===== config.mk =====
export PLATFORM = sky130hd
export DESIGN_NAME = grid_move_ctrl
export DESIGN_NICKNAME = d
export VERILOG_FILES = /design/src/rtl/grid_move_ctrl.sv
export SDC_FILE = /design/constraint.sdc
export NUM_CORES = 1
export LEC_CHECK = 0
export CORE_UTILIZATION = 50
export DETAILED_ROUTE_END_ITERATION = 8
export PLACE_DENSITY = 0.77
export SETUP_SLACK_MARGIN = 0.15
export SYNTH_ARGS = -nofsm -noshare
export SYNTH_HDL_FRONTEND = slang
export SYNTH_SLANG_ARGS = --single-unit
export TNS_END_PERCENT = 5

===== constraint.sdc =====
create_clock -name clk -period 2.05 [get_ports clk]
set_input_delay 0.41 -clock clk [delete_from_list [all_inputs] [get_ports clk]]
set_output_delay 0.41 -clock clk [all_outputs]
set_load 0.02 [all_outputs]

===== src/rtl/grid_move_ctrl.sv =====
// Move sequencer for a token on a 16x16 grid: IDLE -> CALC -> COMMIT, one 4-bit add/sub per move.
// Optional macro WRAP_EN: out-of-range moves wrap (torus) instead of being blocked.
module grid_move_ctrl #(
  parameter logic [3:0] INIT_X = 4'd0,
  parameter logic [3:0] INIT_Y = 4'd0,
  parameter int         CNT_W  = 8
) (
  input  logic             clk,
  input  logic             reset,
  input  logic             home,
  input  logic             req_valid,
  output logic             req_ready,
  input  logic [1:0]       req_dir,
  input  logic [1:0]       req_step,
  output logic [3:0]       pos_x,
  output logic [3:0]       pos_y,
  output logic             done,
  output logic             blocked,
  output logic [CNT_W-1:0] move_cnt
);

  typedef enum logic [1:0] {IDLE, CALC, COMMIT} state_t;

  state_t     state, state_nxt;
  logic       accept;
  logic       op_q, axis_q, cout_q, commit_ok;
  logic [1:0] step_q;
  logic [3:0] sum_q, operand, addend;
  logic [4:0] add_res;

  // NOTE: every signal driven here gets a default first so no latch is inferred.
  always_comb begin
    state_nxt = state;
    req_ready = 1'b0;
    case (state)
      IDLE: begin
        req_ready = 1'b1;
        if (req_valid) state_nxt = CALC;
      end
      CALC:    state_nxt = COMMIT;
      COMMIT:  state_nxt = IDLE;
      default: state_nxt = IDLE;
    endcase
    if (home) state_nxt = IDLE;
  end

  // NOTE: sequential state uses non-blocking assignments only.
  always_ff @(posedge clk or posedge reset) begin
    if (reset) state <= IDLE;
    else       state <= state_nxt;
  end

  assign accept = req_valid & req_ready & ~home;

  // Subtraction is two's complement: invert the zero-extended step and inject op as carry-in.
  assign operand = axis_q ? pos_y : pos_x;
  assign addend  = op_q ? ~{2'b00, step_q} : {2'b00, step_q};
  assign add_res = {1'b0, operand} + {1'b0, addend} + {4'b0000, op_q};

`ifdef WRAP_EN
  assign commit_ok = 1'b1;
`else
  // Add overflows when cout=1; subtract underflows when cout=0.
  assign commit_ok = ~(cout_q ^ op_q);
`endif

  always_ff @(posedge clk or posedge reset) begin
    if (reset) begin
      pos_x    <= INIT_X;
      pos_y    <= INIT_Y;
      move_cnt <= '0;
      done     <= 1'b0;
      blocked  <= 1'b0;
      op_q     <= 1'b0;
      axis_q   <= 1'b0;
      step_q   <= 2'b00;
      sum_q    <= 4'h0;
      cout_q   <= 1'b0;
    end else if (home) begin
      pos_x   <= INIT_X;
      pos_y   <= INIT_Y;
      done    <= 1'b0;
      blocked <= 1'b0;
    end else begin
      done    <= 1'b0;
      blocked <= 1'b0;
      if (accept) begin
        op_q   <= req_dir[0];
        axis_q <= req_dir[1];
        step_q <= req_step;
      end
      if (state == CALC) begin
        sum_q  <= add_res[3:0];
        cout_q <= add_res[4];
      end
      if (state == COMMIT) begin
        done <= 1'b1;
        if (commit_ok) begin
          if (axis_q) pos_y <= sum_q;
          else        pos_x <= sum_q;
          move_cnt <= move_cnt + CNT_W'(1);
        end else begin
          blocked <= 1'b1;
        end
      end
    end
  end

endmodule

-- After elaboration in Yosys (flattened, before gate mapping)
Cells that the tools add are included.
- word-level logic and storage cells: 52
- register bits after elaboration: 29
- output and inout port bits: 19
- $add $sub $neg: 3
- eq/ne operators: 5
- reductions and logical operators: 8
- multiplexer cells: 19
- bitwise operators: 6
- operator list (operator ; count):
    $mux 4 ; 10
    $reduce_and 3->1 ; 3
    $add 8x1->8 const B ; 1
    $mux 1 ; 6
    $add 4x4->5 ; 1
    $add 5x1->5 ; 1
    $mux 2 ; 2
    $ne 2x2->1 const B ; 2
    $not 2->4 ; 1
    $pmux 2 s2 ; 1
    $reduce_and 2->1 ; 2
    $reduce_bool 2->1 ; 2
    $ne 3x3->1 const B ; 1
    $and 1x1->1 ; 2
    $eq 2x1->1 const B ; 1
    $eq 2x2->1 const B ; 1
    $logic_not 2->1 ; 1
    $not 1->1 ; 2
    $xor 1x1->1 ; 1

-- Longest topological paths before layout
Gate-level depths: netlist of run 1.
- word-level depth: 5
- depth in mapped cells: 8
- gate-level depth less buffers: 7

-- Least setup slack after synthesis of run 1
OpenSTA, ideal clock, no wires.
- path kind: flip-flop to flip-flop
- start point: reg axis_q
- end point: reg sum_q[3]
- path slack: 0.349 ns
- data arrival time: 1.606 ns
- stages on the path, launching flop included: 8
- setup time: 0.096 ns
- buffers on the path: 1
- required time: 1.954 ns
- path through: dfrtp_1 buf_6 mux2_2 ha_1 nand3_1 o21bai_1 o21a_1 o31ai_1
- longest elaborated chain between the ends: 3
- RTL lines (what ; RTL line ; text):
    start: declaration ; 26 ; logic op_q, axis_q, cout_q, commit_ok;
    start signal: assignment ; 89 ; axis_q <= req_dir[1];
    $mux 4 ; 56 ; assign operand = axis_q ? pos_y : pos_x;
    $add 4x4->5 ; 58 ; assign add_res = {1'b0, operand} + {1'b0, addend} + {4'b0000, op_q};
    $add 5x1->5 ; 58 ;
    end signal: assignment ; 93 ; sum_q <= add_res[3:0];
    end: declaration ; 28 ; logic [3:0] sum_q, operand, addend;
Every way passes these cells.
A chain may end at the register's enable or synchronous reset.

-- Final worst setup path of run 1
Ends and elaborated chain as after synthesis.

==> qor.yml, run 1 <==
synth.avg_cell_area_um2: 11.8
wirelength_mm: 2.53
antenna_found_initial: 0
cp_cell_sequence: "mux2_2 > ha_1 > nand3_1 > o21bai_1 > nor3_1 > o31ai_1"
endpoint_kind: "flip-flop"
yosysTopAreaCell: "dfrtp_1"
ys_seq_area_frac: 0.515
postCtsSetupBuffers: 0
p_sw_frac: 0.313
cts_tree: "yes"
p_sw_mw: 0.440
fin_util: 0.685
setup_viol: 0
yosysWarnings: 0
worstSkewPairLatency_ns: 0.33
diodes: 0
critPathKind: "reg2reg"
synth_edf_count: 0
wl_per_cell_um: 13.7
power_frac_seq: 0.528
root_buffer: "clkbuf_4"
rows: 18
initialDrtViolationCount: 22
combPwrFrac: 0.241
start_kind: "flip-flop"
yosysMostFrequentCell: "dfrtp_1"
cts.path.max_buffers: 2
path_clk_slew_ns: 0.09
synth.distinct_cells: 29
via_per_inst: 5.22
numCtsBuffers: 5
pin_count: 27
gp_congestion: 0.747
ant_nets: 0
via_count: 961
drtPass1Iterations: 4
die_w_um: 55.1
start_util: 0.549
fin_crit_sh: 0.920
syn_inst: 120
max_slew_margin: 0.746
internal_power_mw: 0.965
yosys-top-cells-count: "dfrtp_1, nor2_1, nand2_1, mux2i_1"
synthFlopType: "dfrtp_1"
fin_setup_tns_ns: 0
rsz0062_at_grt: "yes"
drv_slew: 0
synth_top_area_share: 0.515
grt_pass1_wl_mm: 4.17
ys_ff_latch: 29
die_height_um: 55.1
min_path_type: "in2async"
synthArstFlopShare: 1.00
status: "complete, no violations"
hold_ws_ns: 0.450
core_area_mm2: 0.00257
critPathRequiredTime_ns: 2.29
port-buffer-count: 26
ir_drop_v: 0.000651
max_freq_mhz: 530
synth_area_leaders: "dfrtp_1, mux2i_1, mux2_2"
worst_slew_pin_slew_ns: 0.379
p_per_area_mw_per_mm2: 799
syn_to_final_growth_pct: 24.8
clock_skew_ns: 0.00782
p_clk_frac: 0.231
cap_violations: 0
hpwlAfterDp_mm: 1.85
crit_path_max_incr_delay_ns: 0.49
hold_viol_final: 0
grt_use_total: 0.209
mappedNetlistNets: 133
nets: 166
slowest_stage: "dfrtp_2"
crit_path_max_fanout: 7
grt_pass1_vias: 878
grt_overflow: 0
arrival_ns: 2.13
p_leak_nw: 0.818
min_period_ns: 1.89
dieArea_mm2: 0.00304
clock-sinks: 29
drive_above_1_share: 0.136
syn_area_mm2: 0.00141
drc: 0
htreeDepth: 2
grt_max_degree: 30
fill_cells: 199
==> through the flow <==
stage | total power [mW] | instance area [µm²] | instances | worst slack [ns]
after CTS | 1.42 | 1760 | 184 | 0.105
final | 1.41 | 1760 | 184 | 0.164
after floorplan | 0.978 | 1410 | 120 | 0.349
after global placement | 1.09 | 1710 | 176 | 0.101
after global routing | 1.50 | 1760 | 184 | 0.0591
after detailed placement | 1.10 | 1710 | 176 | 0.0548
==> logic make-up (layout without fill, tap and decap cells) <==
| family | after synthesis | count (layout) | share of synthesized area |
|---|---|---|---|
| flops | 29 | 29 | 0.515 |
| mux | 17 | 17 | 0.127 |
| xor+xnor | 11 | 11 | 0.0737 |
| fa+ha+maj | 5 | 5 | 0.0497 |
| buf+inv | 6 | 40 | 0.0222 |
| simple gates | 43 | 43 | 0.173 |
| compound gates | 9 | 9 | 0.0399 |
==> area by class of cell <==
| type | instances | area, µm² | area share |
|---|---|---|---|
| timing repair buffer | 28 | 278 | 0.158 |
| clock buffer | 8 | 48.8 | 0.0277 |
| sequential | 29 | 727 | 0.413 |
| tap | 30 | 37.5 | 0.0213 |
| inverter | 4 | 15.0 | 0.00853 |
| multi-input combinational | 85 | 653 | 0.371 |
==> routing by layer <==
metal	track usage	wire [µm]	up-vias
li1	-	-	478
met1	0.271	1200	453
met5	0	0	-
met4	0.0917	46	0
met3	0.0820	125	5
met2	0.307	1150	25
==> repair_timing <==
action	CTS	global route
endpoints found under the hold margin	0	0
resized for setup	1	1
endpoints found under the setup margin	2	3
hold buffers	0	0
==> flip-flops by register name, summed over array words and instances, names as in the netlist <==
signal / flops
blocked: 1
axis_q: 1
sum_q: 4
move_cnt: 8
pos_y: 4
op_q: 1
cout_q: 1
step_q: 2
pos_x: 4
state: 2
done: 1
==> cells in the final DEF (no fill, tap or decap), types with 5 or more instances in the layout <==
cell and count:
mux2i_1 10, nand3_1 5, clkdlybuf4s50_1 25, dfrtp_1 28
nand2_1 11, clkbuf_4 5, xnor2_1 7, o21ai_0 5
mux2_2 7, nor2_1 13
==> worst max-delay path: cells and delay by family, from the launching register on <==
family,cells,cell delay [ns]
multiplexers,1,0.38
adder cells (fa/ha/maj),1,0.36
AND/OR/NAND/NOR,2,0.18
AO/OA/AOI/OAI,2,0.40
flip-flops,1,0.49
==> power by group through the flow <==
stage | clock [mW] | combinational, mW | sequential [mW]
final | 0.325 | 0.339 | 0.743
after CTS | 0.333 | 0.344 | 0.743
after global routing | 0.358 | 0.380 | 0.757
after detailed placement | 0 | 0.344 | 0.755
after global placement | 0 | 0.338 | 0.750
after floorplan | 0 | 0.222 | 0.755
==> path summary, 6_finish.rpt <==
| path | start | to | slack (ns) | cells past startpoint |
|---|---|---|---|---|
| max | axis_q | sum_q[3] | 0.16 | 6 |
| min | reset | pos_y[3] | 0.45 | 3 |
| max reg2reg | axis_q | sum_q[3] | 0.16 | 6 |
| min reg2reg | move_cnt[7] | move_cnt[7] | 0.47 | 1 |
| max in group asynchronous | reset | axis_q | 1.31 | 3 |
| min in group clk | move_cnt[7] | move_cnt[7] | 0.47 | 1 |
Power figures use the tool's default switching activity.
==> run 2, diff against run 1 <==
--- a/config.mk
+++ b/config.mk
@@ -7,6 +7,7 @@
 export LEC_CHECK = 0
 export CORE_UTILIZATION = 50
 export DETAILED_ROUTE_END_ITERATION = 8
+export GPL_TIMING_DRIVEN = 0
 export PLACE_DENSITY = 0.77
 export SETUP_SLACK_MARGIN = 0.15
 export SYNTH_ARGS = -nofsm -noshare
==> qor.yml, run 2 (synthesized netlist as in run 1, its figures left out) <==
core_area_mm2: 0.00257  # unchanged
syn_to_final_growth_pct: 27.7
r2r-end: "sum_q[3]"
totalPowerFinal_mw: 1.51  # +7.2%
fin_crit_sh: 0.886  # -0.0344
antenna_found_initial: 0  # unchanged
final_common_cell: "dfrtp_1"
cts_tree: "yes"
drtPass1Iterations: 4  # unchanged
drive_above_1_share: 0.169  # +0.0325
rows: 18  # unchanged
status: "complete, no violations"
grt_max_degree: 30  # unchanged
port-buffer-count: 26  # unchanged
min_from: "move_cnt[7]"
die_w_um: 55.1  # unchanged
fin_setup_tns_ns: 0  # unchanged
grt_use_total: 0.212  # +0.00290
numCtsBuffers: 5  # unchanged
grt_pass1_vias: 945  # +7.6%
start_util: 0.549  # unchanged
ir_drop_v: 0.000620  # -4.7%
min_path_type: "reg2reg"
wirelength_mm: 2.64  # +4.4%
critPathKind: "reg2reg"
diodes: 0  # unchanged
clock_skew_ns: 0.00941  # +0.00159 ns
cts_hold_buf: 0  # unchanged
wl_per_cell_um: 14.3  # +4.4%
arrival_ns: 2.06  # -0.07 ns
p_leak_nw: 0.831  # +1.6%
htreeDepth: 2  # unchanged
cap_violations: 0  # unchanged
start_kind: "flip-flop"
min_period_ns: 1.82  # -0.0706 ns
rr_worst_depth: 8  # +2
hold_ws_ns: 0.475  # +0.0257 ns
max_freq_mhz: 551  # +3.9%
postCtsSetupBuffers: 0  # unchanged
nets: 166  # unchanged
grt_pass1_wl_mm: 4.22  # +1.2%
setup_viol: 0  # unchanged
root_buffer: "clkbuf_4"
largest_register_ff_count: 8  # unchanged
via_count: 1000  # +4.1%
min_path_cells: 1
initialDrtViolationCount: 7  # -68%
rsz0062_at_grt: "yes"
grt_overflow: 0  # unchanged
clock-sinks: 29  # unchanged
hold_viol_final: 0  # unchanged
ff2ff_setup_slack_ns: 0.23  # +0.07 ns
cts.path.max_buffers: 2  # unchanged
worstSkewPairLatency_ns: 0.33  # about the same
r2r_start: "axis_q"
critPathRequiredTime_ns: 2.29  # about the same
dieArea_mm2: 0.00304  # unchanged
die_height_um: 55.1  # unchanged
pin_count: 27  # unchanged
via_per_inst: 5.43  # +4.1%
drc: 0  # unchanged
regMostFlops: "move_cnt"
ant_nets: 0  # unchanged
path_clk_slew_ns: 0.09  # about the same
worst_slew_pin_slew_ns: 1.06  # +0.685 ns
min_to: "move_cnt[7]"
max_slew_margin: 0.290  # -0.456
gp_congestion: 0.725  # -3.0%
drv_slew: 0  # unchanged
p_per_area_mw_per_mm2: 837  # +4.7%
hpwlAfterDp_mm: 1.92  # +3.7%
endpoint_kind: "flip-flop"
layout_common_cells: "dfrtp_1, clkdlybuf4s50_1, nor2_1"
crit_path_max_fanout: 7  # unchanged
## run 2: changes by cell type in the layout (fill, tap and decap cells not counted), sizes merged
cell,previous run,this run
clkbuf,8,7
clkinv,0,1
dlygate4sd2,0,1
dlymetal6s2s,1,0
## run 2: layout make-up
type,count,area [µm²]
clock buffer,7,65.1
buffer,2,16.3
clock inverter,1,5.00
multi-input combinational,85,677
timing repair buffer,26,259
tap,30,37.5
sequential,29,726
inverter,4,15.0
fill,212,767
## run 2: worst max path at each step
| stage | slack (ns) | startpoint | to |
|---|---|---|---|
| 2_1_floorplan | 0.35 | axis_q | sum_q[3] |
| 3_3_place_gp | 0.13 | home | cout_q |
| 3_5_place_dp | 0.1 | home | cout_q |
| 4_1_cts | 0.19 | axis_q | sum_q[3] |
| 5_1_grt | 0.13 | axis_q | cout_q |
| 6_report | 0.23 | axis_q | sum_q[3] |
## run 2: what timing repair did
action | in CTS | in global routing
endpoints found under the setup margin | 1 | 2
gates resized for setup | 1 | 3
hold endpoints to repair | 0 | 0
gates cloned | 0 | 0
## run 2: power by group
part / internal [mW] / switching [mW]
Sequential: 0.649 / 0.0869
Combinational: 0.198 / 0.182
Clock: 0.198 / 0.193
Total: 1.05 / 0.462
## run 2: metrics by stage
| stage | cell area (µm²) | utilization | setup slack, ns | std cells |
|---|---|---|---|---|
| floorplan | 1410 | - | 0.349 | 120 |
| global placement | 1710 | 0.665 | 0.126 | 176 |
| detailed placement | 1710 | 0.665 | 0.0957 | 176 |
| CTS | 1780 | 0.692 | 0.195 | 184 |
| global route | 1800 | 0.701 | 0.132 | 184 |
| finish | 1800 | 0.701 | 0.234 | 184 |
## run 2: layer usage
layer | up-vias | wire length, µm | global-route usage | part of all wire
met5 | - | 0 | 0 | 0
met2 | 20 | 1280 | 0.331 | 0.48
met1 | 493 | 1210 | 0.261 | 0.46
met3 | 7 | 94 | 0.0574 | 0.036
met4 | 0 | 59 | 0.125 | 0.022
li1 | 480 | - | - | -
## run 2: critical path, cell delays in order, from the launching register on
cell	delay, ns
dfrtp_1	0.34
buf_6	0.14
mux2i_2	0.27
inv_1	0.07
ha_1	0.33
nand4b_1	0.12
nand2_1	0.09
o21a_1	0.18
o31ai_1	0.18
==> run 3, diff against run 2 <==
--- a/config.mk
+++ b/config.mk
@@ -10,6 +10,7 @@
 export GPL_TIMING_DRIVEN = 0
 export PLACE_DENSITY = 0.77
 export SETUP_SLACK_MARGIN = 0.15
+export SLEW_MARGIN = 5
 export SYNTH_ARGS = -nofsm -noshare
 export SYNTH_HDL_FRONTEND = slang
 export SYNTH_SLANG_ARGS = --single-unit
==> constraint.sdc (replaced) <==
create_clock -name clk -period 1.9 [get_ports clk]
set_input_delay 0.38 -clock clk [delete_from_list [all_inputs] [get_ports clk]]
set_output_delay 0.38 -clock clk [all_outputs]
set_load 0.02 [all_outputs]
==> qor.yml, run 3 (synthesized netlist as in run 1, its figures left out) <==
status: "complete, no violations"
numCtsBuffers: 5  # unchanged
rsz0062_at_grt: "yes"
drtPass1Iterations: 5  # +1
pin_count: 27  # unchanged
min_period_ns: 1.81  # -0.00744 ns
clock-sinks: 29  # unchanged
grt_overflow: 0  # unchanged
clock_skew_ns: 0.00966  # +0.000251 ns
largest_register_ff_count: 8  # unchanged
critPathRequiredTime_ns: 2.11  # -0.18 ns
endpoint_kind: "flip-flop"
critPathKind: "reg2reg"
layout_common_cells: "dfrtp_1, clkdlybuf4s50_1, nor2_1"
grt_pass1_vias: 945  # unchanged
start_util: 0.549  # unchanged
crit_path_max_fanout: 6  # -1
drc: 0  # unchanged
fin_cells: 186  # +1.1%
hpwlAfterDp_mm: 1.92  # unchanged
drv_slew: 0  # unchanged
ir_drop_v: 0.000679  # +9.5%
final_common_cell: "dfrtp_1"
ff2ff_setup_slack_ns: 0.09  # -0.14 ns
grt_pass1_wl_mm: 4.22  # unchanged
rr_worst_depth: 7  # -1
root_buffer: "clkbuf_4"
hold_viol_final: 0  # unchanged
wl_per_cell_um: 14.9  # +4.1%
initialDrtViolationCount: 12  # +5
max_freq_mhz: 553  # +0.41%
grt_max_degree: 30  # unchanged
p_leak_nw: 0.856  # +3.0%
worstSkewPairLatency_ns: 0.33  # about the same
worst_slew_pin_slew_ns: 1.06  # +0.000833 ns
cts.path.max_buffers: 2  # unchanged
drive_above_1_share: 0.212  # +0.0427
diodes: 0  # unchanged
setup_viol: 0  # unchanged
max_slew_margin: 0.290  # -0.000556
cts_tree: "yes"
cts_hold_buf: 0  # unchanged
via_per_inst: 5.46  # +0.51%
syn_to_final_growth_pct: 31.9
htreeDepth: 2  # unchanged
start_kind: "flip-flop"
totalPowerFinal_mw: 1.66  # +10%
via_count: 1016  # +1.6%
gp_congestion: 0.725  # unchanged
min_path_type: "reg2reg"
die_height_um: 55.1  # unchanged
ant_nets: 0  # unchanged
cap_violations: 0  # unchanged
dieArea_mm2: 0.00304  # unchanged
wirelength_mm: 2.78  # +5.2%
core_area_mm2: 0.00257  # unchanged
path_clk_slew_ns: 0.09  # about the same
p_per_area_mw_per_mm2: 895  # +7.0%
antenna_found_initial: 0  # unchanged
regMostFlops: "move_cnt"
fin_crit_sh: 0.952  # +0.0660
fill_cells: 197  # -7.1%
grt_use_total: 0.212  # unchanged
port-buffer-count: 26  # unchanged
rows: 18  # unchanged
place_inst: 176  # unchanged
nets: 168  # +1.2%
die_w_um: 55.1  # unchanged
arrival_ns: 2.02  # -0.04 ns
min_path_cells: 1  # unchanged
## run 3: path summary, 6_finish.rpt
path | start | endpoint
worst min-delay path | move_cnt[7] | move_cnt[7]
min in group asynchronous | reset | sum_q[3]
max in group asynchronous | reset | op_q
worst min register to register | move_cnt[7] | move_cnt[7]
worst max-delay path | axis_q | sum_q[3]
worst max register to register | axis_q | sum_q[3]
## run 3: layout make-up
class,count,area (µm²),share of cell area
Clock buffer,7,65.1,0.0350
Tap cell,30,37.5,0.0202
Timing Repair Buffer,28,277,0.149
Buffer,2,16.3,0.00875
Clock inverter,1,5.00,0.00269
Sequential cell,29,727,0.391
Inverter,4,15.0,0.00808
Multi-Input combinational cell,85,717,0.386
## run 3: critical path, stage by stage, from the launching register on
cell and delay [ns]:
dfrtp_1 0.38, buf_6 0.14, mux2_4 0.31, ha_4 0.29, nand3_1 0.09, o21bai_1 0.22, o21a_1 0.18, o31ai_1 0.07
## run 3: metrics by stage
step	TNS, ns	hold slack, ns	util	instance area (µm²)	setup slack [ns]
finish	0	0.476	0.724	1860	0.0919
global route	0	0.519	0.724	1860	0.0351
CTS	0	0.486	0.692	1780	0.0447
detailed placement	-0.0243	0.473	0.665	1710	-0.0243
global placement	0	0.458	0.665	1710	0.00619
floorplan	0	0.457	-	1410	0.199
## run 3: per-layer routing
layer	vias to the layer above	share of wire	track usage
li1	485	-	-
met1	497	0.44	0.261
met2	27	0.49	0.331
met3	7	0.043	0.0574
met4	0	0.020	0.125
met5	-	0	0
## run 3: repair_timing
| action | 4_1_cts | 5_1_grt |
|---|---|---|
| buffers inserted | 0 | 2 |
| pin swaps | 0 | 3 |
| setup endpoints to repair | 7 | 15 |
| gates resized for setup | 1 | 12 |
## run 3: where the power goes
part	switching [mW]	internal (mW)	leakage, nW
clock	0.209	0.214	0.0413
combinational	0.212	0.234	0.431
sequential	0.0946	0.701	0.383
total	0.515	1.15	0.856
